===== src/rtl/tlp_tx_arbiter.sv =====
// Round-robin packet arbiter merging NUM_SRC TLP streams onto one PCIe TX stream.
// A grant is locked from SOP to EOP; one output register stage gives 1-cycle latency.
// Beats that arrive without SOP while no grant is held are dropped and counted.
module tlp_tx_arbiter #(
   parameter int unsigned NUM_SRC = 4,
   parameter int unsigned DATA_W  = 256
) (
   input  logic                      clk,
   input  logic                      reset,
   input  logic [NUM_SRC*DATA_W-1:0] src_data,
   input  logic [NUM_SRC*5-1:0]      src_empty,
   input  logic [NUM_SRC-1:0]        src_startofpacket,
   input  logic [NUM_SRC-1:0]        src_endofpacket,
   input  logic [NUM_SRC-1:0]        src_valid,
   output logic [NUM_SRC-1:0]        src_ready,
   output logic [DATA_W-1:0]         out_data,
   output logic [4:0]                out_empty,
   output logic                      out_startofpacket,
   output logic                      out_endofpacket,
   output logic [7:0]                out_channel,
   output logic                      out_valid,
   input  logic                      out_ready,
   output logic                      busy,
   output logic [7:0]                drop_count
);

   // Grant index width covers the full legal range of 2..8 sources.
   localparam int unsigned GW = 3;

   localparam logic [0:0] IDLE = 1'b0;
   localparam logic [0:0] LOCK = 1'b1;

   logic [0:0]         state, state_d;
   logic [GW-1:0]      grant, grant_d;
   logic [GW-1:0]      last_grant, last_grant_d;
   logic [7:0]         drop_d;

   logic [NUM_SRC-1:0] req;
   logic [NUM_SRC-1:0] orphan;
   logic [NUM_SRC-1:0] grant_oh;
   logic               win_found;
   logic [GW-1:0]      win_idx;
   logic [3:0]         n_orphan;
   logic [8:0]         drop_sum;

   logic [DATA_W-1:0]  sel_data;
   logic [4:0]         sel_empty;
   logic               sel_sop;
   logic               sel_eop;
   logic               sel_valid;
   logic               can_load;
   logic               accept;

   // Round-robin winner search starting one past the last grant.
   always_comb begin
      int unsigned        idx;
      logic [NUM_SRC-1:0] shifted;
      req       = src_valid & src_startofpacket;
      orphan    = src_valid & ~src_startofpacket;
      win_found = 1'b0;
      win_idx   = '0;
      idx       = 0;
      shifted   = '0;
      for (int unsigned k = 1; k <= NUM_SRC; k++) begin
         idx = 32'(last_grant) + k;
         if (idx >= NUM_SRC) begin
            idx = idx - NUM_SRC;
         end
         shifted = req >> idx;
         if (!win_found && shifted[0]) begin
            win_found = 1'b1;
            win_idx   = idx[GW-1:0];
         end
      end
   end

   // Orphan beat count for this cycle and the saturated drop counter value.
   always_comb begin
      n_orphan = '0;
      for (int i = 0; i < NUM_SRC; i++) begin
         n_orphan = n_orphan + {3'b000, orphan[i]};
      end
      drop_sum = {1'b0, drop_count} + {5'b00000, n_orphan};
   end

   // Multiplex the granted source's beat.
   always_comb begin
      sel_data  = '0;
      sel_empty = '0;
      sel_sop   = 1'b0;
      sel_eop   = 1'b0;
      sel_valid = 1'b0;
      for (int i = 0; i < NUM_SRC; i++) begin
         if (grant == GW'(i)) begin
            sel_data  = src_data[i*DATA_W +: DATA_W];
            sel_empty = src_empty[i*5 +: 5];
            sel_sop   = src_startofpacket[i];
            sel_eop   = src_endofpacket[i];
            sel_valid = src_valid[i];
         end
      end
   end

   assign grant_oh = NUM_SRC'(1) << grant;
   assign can_load = !out_valid || out_ready;
   assign busy     = (state == LOCK);

   // Next-state, ready generation and drop accounting.
   always_comb begin
      state_d      = state;
      grant_d      = grant;
      last_grant_d = last_grant;
      drop_d       = drop_count;
      src_ready    = '0;
      accept       = 1'b0;
      case (state)
         IDLE: begin
            // Orphans are swallowed; a winner is only accepted once locked.
            src_ready = orphan;
            drop_d    = (drop_sum > 9'd255) ? 8'hFF : drop_sum[7:0];
            if (win_found) begin
               state_d      = LOCK;
               grant_d      = win_idx;
               last_grant_d = win_idx;
            end
         end
         LOCK: begin
            src_ready = can_load ? grant_oh : '0;
            accept    = sel_valid && can_load;
            if (accept && sel_eop) begin
               state_d = IDLE;
            end
         end
         default: begin
            state_d = IDLE;
         end
      endcase
      if (reset) begin
         src_ready = '0;
         accept    = 1'b0;
      end
   end

   // Arbitration state and drop counter.
   always_ff @(posedge clk) begin
      if (reset) begin
         state      <= IDLE;
         grant      <= '0;
         last_grant <= GW'(NUM_SRC - 1);
         drop_count <= '0;
      end else begin
         state      <= state_d;
         grant      <= grant_d;
         last_grant <= last_grant_d;
         drop_count <= drop_d;
      end
   end

   // Output register: load on accept, clear valid once consumed, else hold.
   always_ff @(posedge clk) begin
      if (reset) begin
         out_valid         <= 1'b0;
         out_startofpacket <= 1'b0;
         out_endofpacket   <= 1'b0;
         out_data          <= '0;
         out_empty         <= '0;
         out_channel       <= '0;
      end else if (accept) begin
         out_valid         <= 1'b1;
         out_startofpacket <= sel_sop;
         out_endofpacket   <= sel_eop;
         out_data          <= sel_data;
         out_empty         <= sel_empty;
         out_channel       <= {{(8 - GW){1'b0}}, grant};
      end else if (out_ready) begin
         out_valid         <= 1'b0;
      end
   end

endmodule


===== config.mk =====
export PLATFORM = sky130hd
export DESIGN_NAME = tlp_tx_arbiter
export DESIGN_NICKNAME = d
export VERILOG_FILES = /design/src/rtl/tlp_tx_arbiter.sv
export SDC_FILE = /design/constraint.sdc
export NUM_CORES = 1
export LEC_CHECK = 0
export CAP_MARGIN = 20
export CORE_AREA = 2 2 523 525
export CTS_BUF_LIST = sky130_fd_sc_hd__clkbuf_8
export DETAILED_ROUTE_END_ITERATION = 8
export DIE_AREA = 0 0 525 527
export GPL_ROUTABILITY_DRIVEN = 0
export PLACE_DENSITY = 0.32
export SYNTH_ARGS = -nofsm -noshare
export SYNTH_HDL_FRONTEND = slang
export SYNTH_SLANG_ARGS = --single-unit

===== constraint.sdc =====
create_clock -name clk -period 2.28 [get_ports clk]
set_input_delay 0.228 -clock clk [delete_from_list [all_inputs] [get_ports clk]]
set_output_delay 0.228 -clock clk [all_outputs]
set_load 0.005 [all_outputs]

==> flow_summary.ini <==
[run_status]
outcome = finished clean

[synthesis]
synth_area_leaders = mux4_2 35%, dfxtp_1 33%, a21oi_1 8.2%
seq_area_frac_synth_pct = 33.2
synth.distinct_cells = 52
synth_area_per_cell_um2 = 10.2
ys_async_sr_fraction_pct = 0
ys_ff_latch = 281
synth_top_area_share_pct = 35.0
syn_area_um2 = 16900
yosysWarnings = 0
synth_edf_count = 0
synth_cells = 1665
yosys_most_used_dff = dfxtp_1
synth.largest_area_cell = mux4_2

[sta]
tightest_slew_ns = 1.02
grt_setup_unrepaired = yes
maxSlewViolCount = 0
finalHoldViolCount = 0
finalCritPeriodShare_pct = 99.8
min_period_ns = 2.27
setup-tns-final_ns = 0
max_slew_margin_pct = 32.2
setup_viol = 0
skew_ns = 0.0321
setup_ws_ns = 0.00539
max_freq_mhz = 440

[grt]
grtUsageTotal_pct = 12.6
grt_pass1_wl_mm = 228
grt_max_degree = 113
overflow = 0
antenna_found_initial = 189
grt_pass1_vias = 21700

[clocking]
root_buffer = clkbuf_8
clkSlewWorstSetupHoldPaths_ns = 0.06
cts_tree = built
cts-buffers-inserted = 68
insertion_delay_ns = 0.75
cts_sinks = 281
clockBufferDepth = 3
h-tree-depth = 3

[setup_path]
required_ns = 2.94
reg2regPathDepth = 12
crit_type = flop to flop
worstPathArrival_ns = 2.94
endpoint_kind = flop
path_cells = fa_1 > inv_2 > fa_2 > inv_2 > fa_2 > nand4_1 > inv_1 > nand4_1 > buf_6 > a21oi_2 > a21oi_1 > nor2_1
cp-start-kind = flop
critical_path.slowest_cell = fa_1
cpPeakStageDelay_ns = 0.50
critical_path.max_fanout = 4

[worst_hold_path]
min_path_cells = 4
min_path_type = input port to flop

[route]
post_drt_wl_per_cell_um = 26.9
ant_nets = 0
via_count = 21200
routed_wl_mm = 181
dr.pass1.iters = 5
drt_iter0_markers = 1189
drc = 0
avgViaCountPerCell = 3.15

[floorplanning]
die_w_um = 525
start_util_pct = 6.24
rows = 192
io_pins = 1344
die_h_um = 527
die-area_um2 = 277000
core_area_um2 = 272000

[layout]
layout-drive-gt1-share_pct = 18.1
syn_to_final_growth_pct = 120
final_common_cell = clkdlybuf4s50_1
layout.nets = 4120
postLayoutCellArea_um2 = 37200
layout_common_cells = 1327 x clkdlybuf4s50_1, 276 x a21oi_1, 276 x nand2_1, 276 x dfxtp_1, 269 x nand3_1

[placed_design]
portBuffers = 1338
post-place-ws_ns = -0.695
postPlaceCellArea_um2 = 35500
hpwl_mm = 157

[run]
cap_violations = 0

[power_and_ir_drop]
vdd_drop_max_mv = 0.484
total_leakage_power_uw = 0.0118
power_density_nw_per_um2 = 893
-- logic make-up after synthesis --
kind of cell / count (synthesis) / share of synthesized area [%]
AND/OR/NAND/NOR: 594 / 15.7
AO/OA/AOI/OAI: 315 / 9.96
flip-flops: 281 / 33.2
multiplexers: 264 / 35.0
buffers and inverters: 199 / 5.24
adder cells (fa/ha/maj): 9 / 0.798
XOR/XNOR: 2 / 0.103
other: 1 / 0.0221
-- timing repair --
item / in CTS / in global routing
endpoints found under the setup margin: 17 / 15
setup buffers: 4 / 5
hold buffers: 1 / 0
cloned: 2 / 0
hold endpoints to repair: 37 / 0
pin swaps: 3 / 11
resized for setup: 34 / 22
-- area by class of cell --
type / instances / area [µm²]
repair buffers: 1500 / 15000
diodes: 49 / 123
clock inverters: 33 / 201
fillers: 30700 / 234000
well taps: 3589 / 4490
inverters: 12 / 56.3
flip-flops and latches: 281 / 5640
clock buffers: 85 / 1170
multi-input cells: 1189 / 10500
-- sequential cells by signal, summed over array words and instances (netlist names), named ones only --
signal and count:
drop_count 8, out_channel 3, last_grant 2, out_empty 5, grant 2, out_valid 1
out_data 256, busy 1, out_endofpacket 1, out_startofpacket 1
-- synth_stat cells, drive strengths merged (2+ instances only) --
cell type  instances
dfxtp            281
clkbuf           101
o21bai             2
ha                 6
and3               5
a31oi              6
a21oi            277
o211ai             2
o211a              2
nand3            269
fa                 3
nand2b             5
buf               86
nor3               5
o22a               2
a221oi             3
nor2              15
nor2b              6
nand2            277
a21o               3
nand4              5
inv               11
o21ai              8
mux4             263
o22ai              2
nand3b             2
-- power by group --
group          switching, µW  total [µW]  internal, µW
Clock                   2990        6540          3560
Combinational           9110       19500         10400
Sequential               901        7250          6340
-- routing by layer --
metal	routed length (µm)	GRT usage, %	vias to the layer above
li1	-	-	9160
met5	769	0	-
met2	81000	19.8	1312
met4	4890	3.55	122
met1	67200	13.8	10300
met3	27300	8.05	300
-- critical path: cells and delay by family (launching register included) --
family / cells / cell delay [ns]
AOI/OAI and AO/OA: 2 / 0.15
adders and majority gates: 3 / 1.03
buffers and inverters: 4 / 0.36
DFF: 1 / 0.32
and+or+nand+nor: 3 / 0.34
-- stage by stage --
step                      std cells  total power, µW  utilization, %  hold slack [ns]
final                          6738            33300            13.7            0.367
after global routing           6698            35400            13.7            0.267
after CTS                      6684            33900            13.6            0.210
after detailed placement       6559            26600            13.1            0.446
after global placement         6559            26700            13.1            0.441
after floorplan                1669            16500               -            0.453
-- path summary, 6_finish.rpt --
check,end,slack (ns),start
max,drop_count[0],0.005,drop_count[0]
min,out_data[230],0.37,src_data[742]
max reg2reg,drop_count[0],0.005,drop_count[0]
min reg2reg,out_data[163],0.45,out_data[163]
(Power assumes the default switching activity.)
